File: config.mk
export PLATFORM = sky130hd
export DESIGN_NAME = rtc_i2c_sequencer
export DESIGN_NICKNAME = d
export VERILOG_FILES = /design/src/rtl/rtc_i2c_sequencer.sv
export SDC_FILE = /design/constraint.sdc
export NUM_CORES = 1
export LEC_CHECK = 0
export ABC_AREA = 1
export BUFFER_PORTS_ARGS = -buffer_cell sky130_fd_sc_hd__buf_4
export CAP_MARGIN = 10
export CORE_MARGIN = 2
export CORE_UTILIZATION = 50
export DETAILED_ROUTE_END_ITERATION = 10
export GPL_TIMING_DRIVEN = 0
export PLACE_DENSITY = 0.78
export SYNTH_ARGS = -nofsm -noshare
export SYNTH_HDL_FRONTEND = slang
export SYNTH_SLANG_ARGS = --single-unit
File: constraint.sdc
create_clock -name clk -period 3.45 [get_ports clk]
set_input_delay 0.69 -clock clk [delete_from_list [all_inputs] [get_ports clk]]
set_output_delay 0.69 -clock clk [all_outputs]
set_load 0.005 [all_outputs]
File: src/rtl/rtc_i2c_sequencer.sv
// rtc_i2c_sequencer: keeps a shadow of the RTC seconds/minutes/hours bytes fresh
// through i2c_api, and shares the same command port with single-byte UI writes.
module rtc_i2c_sequencer #(
  parameter int unsigned CLK_FREQ    = 25_000_000,
  parameter int unsigned POLL_PERIOD = 2_500_000,
  parameter int unsigned TIMEOUT     = 250_000,
  parameter logic [6:0]  SLAVE_ADDR  = 7'h68,
  parameter logic [7:0]  REG_BASE    = 8'h00,
  parameter logic [7:0]  FN_IDLE     = 8'h00,
  parameter logic [7:0]  FN_READ_U8  = 8'h01,
  parameter logic [7:0]  FN_WRITE_8  = 8'h11
) (
  input  logic       clk,
  input  logic       resetn,
  input  logic       wr_req,
  input  logic [7:0] wr_reg,
  input  logic [7:0] wr_data,
  output logic       wr_ack,
  output logic [7:0] rtc_sec,
  output logic [7:0] rtc_min,
  output logic [7:0] rtc_hour,
  output logic       time_valid,
  output logic       busy,
  output logic       err,
  output logic       api_enable,
  output logic [6:0] api_slave_addr,
  output logic [7:0] api_function,
  output logic [7:0] api_register,
  output logic [7:0] api_data_tx,
  input  logic [7:0] api_data_rx,
  input  logic       api_ready,
  input  logic       api_done
);

  localparam int unsigned   PW        = $clog2(POLL_PERIOD);
  localparam int unsigned   TW        = $clog2(TIMEOUT);
  localparam logic [PW-1:0] POLL_LAST = PW'(POLL_PERIOD - 1);
  localparam logic [TW-1:0] TMO_LAST  = TW'(TIMEOUT - 1);
  // A nonsensical configuration keeps i2c_api disabled rather than misbehaving.
  localparam bit            CFG_OK    = (CLK_FREQ > 0) && (POLL_PERIOD > 1) && (TIMEOUT > 1);

  typedef enum logic [1:0] {S_IDLE, S_ISSUE, S_WAIT, S_GAP} state_t;

  state_t          state_q, state_d;
  logic [PW-1:0]   timer_q, timer_d;
  logic [TW-1:0]   tmo_q, tmo_d;
  logic            pending_q, pending_d;
  logic            is_write_q, is_write_d;
  logic            aborted_q, aborted_d;
  logic [1:0]      idx_q, idx_d;
  logic            gap_q, gap_d;
  logic [7:0]      wreg_q, wreg_d;
  logic [7:0]      wdata_q, wdata_d;
  logic [2:0][7:0] shadow_q, shadow_d;
  logic [7:0]      fn_q, fn_d;
  logic [7:0]      reg_q, reg_d;
  logic [7:0]      tx_q, tx_d;
  logic [7:0]      sec_q, sec_d;
  logic [7:0]      min_q, min_d;
  logic [7:0]      hour_q, hour_d;
  logic            tv_q, tv_d;
  logic            ack_q, ack_d;
  logic            err_q, err_d;
  logic            busy_q, busy_d;
  logic            en_q;
  logic            timer_wrap_s;
  logic            poll_start_s;
  logic            poll_busy_s;

  // State and output registers; reset aborts any command without committing.
  always_ff @(posedge clk or negedge resetn) begin
    if (!resetn) begin
      state_q    <= S_IDLE;
      timer_q    <= '0;
      tmo_q      <= '0;
      pending_q  <= 1'b1;
      is_write_q <= 1'b0;
      aborted_q  <= 1'b0;
      idx_q      <= 2'd0;
      gap_q      <= 1'b0;
      wreg_q     <= 8'h00;
      wdata_q    <= 8'h00;
      shadow_q   <= '0;
      fn_q       <= FN_IDLE;
      reg_q      <= 8'h00;
      tx_q       <= 8'h00;
      sec_q      <= 8'h00;
      min_q      <= 8'h00;
      hour_q     <= 8'h00;
      tv_q       <= 1'b0;
      ack_q      <= 1'b0;
      err_q      <= 1'b0;
      busy_q     <= 1'b0;
      en_q       <= 1'b0;
    end else begin
      state_q    <= state_d;
      timer_q    <= timer_d;
      tmo_q      <= tmo_d;
      pending_q  <= pending_d;
      is_write_q <= is_write_d;
      aborted_q  <= aborted_d;
      idx_q      <= idx_d;
      gap_q      <= gap_d;
      wreg_q     <= wreg_d;
      wdata_q    <= wdata_d;
      shadow_q   <= shadow_d;
      fn_q       <= fn_d;
      reg_q      <= reg_d;
      tx_q       <= tx_d;
      sec_q      <= sec_d;
      min_q      <= min_d;
      hour_q     <= hour_d;
      tv_q       <= tv_d;
      ack_q      <= ack_d;
      err_q      <= err_d;
      busy_q     <= busy_d;
      en_q       <= CFG_OK;
    end
  end

  // Poll timer, arbitration and command sequencing.
  always_comb begin
    state_d      = state_q;
    tmo_d        = tmo_q;
    is_write_d   = is_write_q;
    aborted_d    = aborted_q;
    idx_d        = idx_q;
    gap_d        = gap_q;
    wreg_d       = wreg_q;
    wdata_d      = wdata_q;
    shadow_d     = shadow_q;
    fn_d         = fn_q;
    reg_d        = reg_q;
    tx_d         = tx_q;
    sec_d        = sec_q;
    min_d        = min_q;
    hour_d       = hour_q;
    tv_d         = 1'b0;
    ack_d        = 1'b0;
    err_d        = err_q;
    poll_start_s = 1'b0;
    poll_busy_s  = (state_q != S_IDLE) && !is_write_q;
    timer_wrap_s = (timer_q == POLL_LAST);
    timer_d      = timer_wrap_s ? '0 : timer_q + 1'b1;

    case (state_q)
      S_IDLE: begin
        // The request is still high while the ack is visible; never re-accept it then.
        if (wr_req && !ack_q) begin
          wreg_d     = wr_reg;
          wdata_d    = wr_data;
          is_write_d = 1'b1;
          aborted_d  = 1'b0;
          state_d    = S_ISSUE;
        end else if (pending_q) begin
          poll_start_s = 1'b1;
          is_write_d   = 1'b0;
          aborted_d    = 1'b0;
          idx_d        = 2'd0;
          state_d      = S_ISSUE;
        end else begin
          state_d = S_IDLE;
        end
      end
      S_ISSUE: begin
        if (api_ready) begin
          fn_d    = is_write_q ? FN_WRITE_8 : FN_READ_U8;
          reg_d   = is_write_q ? wreg_q : REG_BASE + {6'b000000, idx_q};
          tx_d    = is_write_q ? wdata_q : 8'h00;
          tmo_d   = '0;
          state_d = S_WAIT;
        end else begin
          state_d = S_ISSUE;
        end
      end
      S_WAIT: begin
        if (api_done) begin
          fn_d    = FN_IDLE;
          gap_d   = 1'b0;
          state_d = S_GAP;
          if (!is_write_q) begin
            shadow_d[idx_q] = api_data_rx;
          end else begin
            shadow_d = shadow_q;
          end
        end else if (tmo_q == TMO_LAST) begin
          fn_d      = FN_IDLE;
          err_d     = 1'b1;
          aborted_d = 1'b1;
          gap_d     = 1'b0;
          state_d   = S_GAP;
        end else begin
          tmo_d = tmo_q + 1'b1;
        end
      end
      S_GAP: begin
        if (!gap_q) begin
          gap_d = 1'b1;
        end else if (is_write_q) begin
          ack_d   = 1'b1;
          state_d = S_IDLE;
        end else if (aborted_q) begin
          state_d = S_IDLE;
        end else if (idx_q != 2'd2) begin
          idx_d   = idx_q + 2'd1;
          state_d = S_ISSUE;
        end else begin
          sec_d   = shadow_q[0];
          min_d   = shadow_q[1];
          hour_d  = shadow_q[2];
          tv_d    = 1'b1;
          err_d   = 1'b0;
          state_d = S_IDLE;
        end
      end
      default: begin
        state_d = S_IDLE;
      end
    endcase

    // An expiry during a running poll is dropped; the pending flag never counts past one.
    if (poll_start_s) begin
      pending_d = 1'b0;
    end else if (timer_wrap_s && !poll_busy_s) begin
      pending_d = 1'b1;
    end else begin
      pending_d = pending_q;
    end

    busy_d = (state_d != S_IDLE);
  end

  assign wr_ack         = ack_q;
  assign rtc_sec        = sec_q;
  assign rtc_min        = min_q;
  assign rtc_hour       = hour_q;
  assign time_valid     = tv_q;
  assign busy           = busy_q;
  assign err            = err_q;
  assign api_enable     = en_q;
  assign api_slave_addr = SLAVE_ADDR;
  assign api_function   = fn_q;
  assign api_register   = reg_q;
  assign api_data_tx    = tx_q;

endmodule

Word level (Yosys, flattened, before mapping). Cells that the tools add are included.

Output and inout port bits: 60. Flip-flop bits (word level): 141. Word-level logic and storage cells: 137.

Order comparisons: 2. Mux-type cells: 59. Bitwise operators: 3. Equal/unequal tests: 19. Add/sub/neg operators: 3. Reduce and logical (&&, ||, !) cells: 27.

Operators by type and width (number): two-way mux 18 bit (3); two-way mux 8 bit (6); one-hot mux 18 bit (2 select lines) (1); two-way mux 1 bit (29); bitwise mux 24 bit (1); inequality test 2 bit (second input constant) (12); adder 22 x 1 -> 22 bit (second input constant) (1); equality test 22 bit (second input constant) (1); two-way mux 22 bit (1); two-way mux 2 bit (10); adder 18 x 1 -> 18 bit (second input constant) (1); equality test 18 bit (second input constant) (1); demux 8 bit (select 2 bit) (1); one-hot mux 8 bit (2 select lines) (1); nonzero test 2 bit (8); AND reduction 7 bit (2); one-hot mux 2 bit (4 select lines) (1); AND reduction 2 bit (4); AND reduction 4 bit (2); inequality test 3 bit (second input constant) (2); one-hot mux 1 bit (2 select lines) (3); AND reduction 3 bit (2); two-way mux 5 bit (1); AND reduction 5 bit (1); 10 further kinds (18).

Depth between registers and ports, before layout.
Depth after elaboration: 7. Depth in mapped cells: 10. Mapped depth without buffers: 10.

Least setup slack after synthesis. OpenSTA, ideal clock, no wires.

Kind: in2reg. From: in wr_req. To: reg wreg_q[2]. Setup slack: 1.775 ns. Stages on the path: 5. Data arrival time: 1.547 ns. Path buffers: 1. Data required time: 3.322 ns. Cells stage by stage: inv_1 > nor2_1 > nand2_2 > buf_2 > mux2_1.

Cells in the longest elaborated chain, start to end: 2.

Ends and longest elaborated chain: start: declaration (line 15) `input logic wr_req,`; logical AND 1 bit (line 149) `if (wr_req && !ack_q) begin`; AND reduction 2 bit (no source line); end signal: assignment (line 104) `wreg_q <= wreg_d;`; end: declaration (line 52) `logic [7:0] wreg_q, wreg_d;`.

No other way between the ends. A chain may end at the register's enable or synchronous reset.

Worst setup path in the final report.
From: reg timer_q[0]. To: reg timer_q[13].

Cells in the longest elaborated chain, start to end: 2. Elaborated cells between the ends (all ways): 3. Those cells by class: add/sub (1); eq/ne (1); mux (1).

Ends and longest elaborated chain: start: declaration (line 45) `logic [PW-1:0] timer_q, timer_d;`; start signal: assignment (line 97) `timer_q <= timer_d;`; adder 22 x 1 -> 22 bit / equality test 22 bit (equally long branches) (line 144, 143); two-way mux 22 bit (*) (line 144) `timer_d = timer_wrap_s ? '0 : timer_q + 1'b1;`; via timer_d[13] (line 45).

The timed path passes the listed nets; every way through them passes the cells marked *.

==> metrics <==
worst reg2reg path startpoint timer_q[0]; area delta synth->final 23.2%; Inserted Diodes 0; fmax 0.527 GHz; post-route worst setup slack about 1600 ps; status complete, no violations; Seq/Total Area, Yosys 53.6%; Max Used Layer met4; VDD IR max 0.000464 V; # resized after CTS 0; Clk pin slew, worst setup/hold paths 60 ps; die area about 0.014 mm^2; I/O Pins 89; TritonCTS Buffers 17; Critical Path Fanout Max 6; Final setup viols 0; largest net degree at the start of global routing between 70 and 80; total track usage 21.8%; post-synth top area share 53.2%; Horiz. Die Dim 116 um; final hold viol count 0; Seq pwr share 42.1%; Place WS 1470 ps; type of the worst min-delay path input port to asynchronous set/reset pin; CP cell instances ha_1 > nand2_1 > nor2_1 > inv_1 > nor3_1 > nand2_1 > inv_1 > nor3_1; row count 41; Post-synth ARST share 100%; hold-fix buffers at CTS 0; via density per instance 4.99; RSZ-0062 raised after global routing no; fin cells 1,044; vias in the first global route between 4,000 and 5,000; P_leak ~4 nW; fin crit period 1900 ps; CP max stage cell dfrtp_1; dominant cell by count in the synthesized netlist nand2_1; # nets final just under 900; Vert. Die Dim 116 um; Post-Synth XOR/XNOR Area 1.67%; area leader, netlist dfrtp_1; postcts setup bufs 0; P_int 3.57 mW; relative slew slack 55.1%; Critical Path RT 3750 ps; Root Driver clkbuf_16; via count 5,213; crit path kind flop to flop; hpwl dp just under 10 mm; layout cells sized above 1 19.7%; clock share of power 36.0%; R2R setup slack 1550 ps; CP max stage delay approximately 370 ps; M1 wire length 5.99 mm; post-synthesis average cell area 8.39 um^2; TritonCTS Sinks around 140; Cells after Synth roughly 750; Starting Density 50.6%; Slew Viols, Final 0; worst reg2reg path depth 8; mux share of post-synthesis cell area 2.86%; number of synthesized flops with an enable pin 0; Adder-Cell Fraction of Synth Area 0.992%; switch share 30.3%; Arr. time, crit path approximately 2200 ps; Critical Path Source Type flop; largest family of logic cells by synthesized area simple AND/OR/NAND/NOR gates; Fin Clk Skew 5.14 ps; Yosys reg bits 135; Sum Neg Setup Slack 0 ps; number of distinct library cells after synthesis 35; CTS Buffer Depth 2; Final period util 55.0%; htree depth 4; compound-gate portion of the synthesized area 6.96%; cell count after placement just over 1,000; core area 0.0125 mm^2; Clock Latency Late Sink approximately 420 ps; WL met3 973 um; CTS tree built; max-cap violations 0; worst slew pin tran 673 ps; Cell Area, Synth 0.00631 mm^2; first-pass GRT wire length between 20 and 25 mm; switching pwr 1.55 mW; yosys warns 0; DRT iter0 DRCs 321; logic gate share of total power 21.9%; ys flop type dfrtp_1; top post-synthesis cells by area dfrtp_1 53%, nand2_1 15%, inv_1 4.2%; DRC Markers 0; crit end category flop; drt wl/cell between 10 and 15 um; RePlAce Congestion 0.939; Buffers on Ports 75; Detail Route Antenna Nets 0; Post-synth top cells 249 x nand2_1, 134 x dfrtp_1, 70 x inv_1; Detailed Route WL 13.9 mm; Initial DRT Pass Iterations 7; simple-gate area share of the yosys netlist 26.4%; pwr/cell area 660 mW/mm^2; R2R Path End timer_q[13]; met2 WL post-DR 6.56 mm; initial antenna violation count 0; global route overflow 0
==> flip-flops by register name, indices dropped and copies added (netlist names), 2 cells and up <==
signal        cells
rtc_hour          8
tmo_q            18
api_register      8
rtc_min           8
state_q           2
wdata_q           8
timer_q          22
rtc_sec           8
idx_q             2
wreg_q            8
shadow_q         24
api_function      2
api_data_tx       8
==> cells in the final DEF (no fill, tap or decap), drive strengths merged, types with 3 or more instances in the layout <==
cell type and n:
o21bai 3, dfrtp 134, ha 5, xor2 11, o21ai 71, mux2 16, nand3 37, nor2 66
nand4 14, inv 80, clkbuf 26, buf 99, conb 14, clkinv 3, nor3 16, a21oi 5
nand2 258
==> worst max path at each step <==
stage | slack [ps] | start | endpoint | cells past startpoint
4_1_cts | 1540 | timer_q[0] | timer_q[13] | 8
2_1_floorplan | 1780 | wr_req | wreg_q[2] | 5
3_3_place_gp | 1190 | resetn | rtc_min[6] | 1
5_1_grt | 1320 | timer_q[0] | timer_q[13] | 8
3_5_place_dp | 1470 | wr_req | wreg_q[4] | 6
6_report | 1550 | timer_q[0] | timer_q[13] | 8
==> stage by stage <==
step	util [%]	hold WS [ps]	instance area (um^2)	total power, mW
after detailed placement	57.4	458	7160	3.30
after CTS	62.3	307	7770	5.16
final	62.3	275	7770	5.13
after global placement	57.2	447	7130	3.26
after floorplan	-	394	6350	2.85
after global routing	62.3	334	7770	5.41
==> power groups by stage <==
stage          clock network [mW]  registers (mW)  logic, mW
4_1_cts                      1.87            2.16       1.14
6_report                     1.85            2.16       1.12
2_1_floorplan                   0            2.13      0.712
3_5_place_dp                    0            2.18       1.13
5_1_grt                      1.93            2.20       1.28
3_3_place_gp                    0            2.17       1.09
==> metal layers <==
metal	track usage (%)	vias to the layer above
met3	5.76	31
met2	33.8	179
met1	28.8	2428
met4	10.1	0
li1	-	2575
met5	0	-
==> area by class of cell <==
class | instances | area (um^2)
Fill cell | 1054 | 4700
Timing Repair Buffer | 76 | 594
Multi-Input combinational cell | 525 | 2500
Clock buffer | 20 | 467
Inverter | 75 | 282
Tap cell | 172 | 215
Sequential cell | 135 | 3380
Clock inverter | 12 | 140
Buffer | 29 | 188
==> kinds of logic (layout without fill, tap and decap cells) <==
family                     Yosys count  after routing
buffers and inverters              104            212
xor gates and xnor gates            12             12
other                                2             14
muxes                               16             16
and+or+nand+nor                    397            397
AOI/OAI and AO/OA                   81             81
DFF                                135            135
adders and majority gates            5              5
==> worst max-delay path: cells and delay by family (launching register included) <==
family / cells / cell delay [ps]
adder cells (fa/ha/maj): 1 / 190
buffers and inverters: 2 / 320
flip-flops: 1 / 370
AND/OR/NAND/NOR: 5 / 890
(Power assumes the default switching activity.)
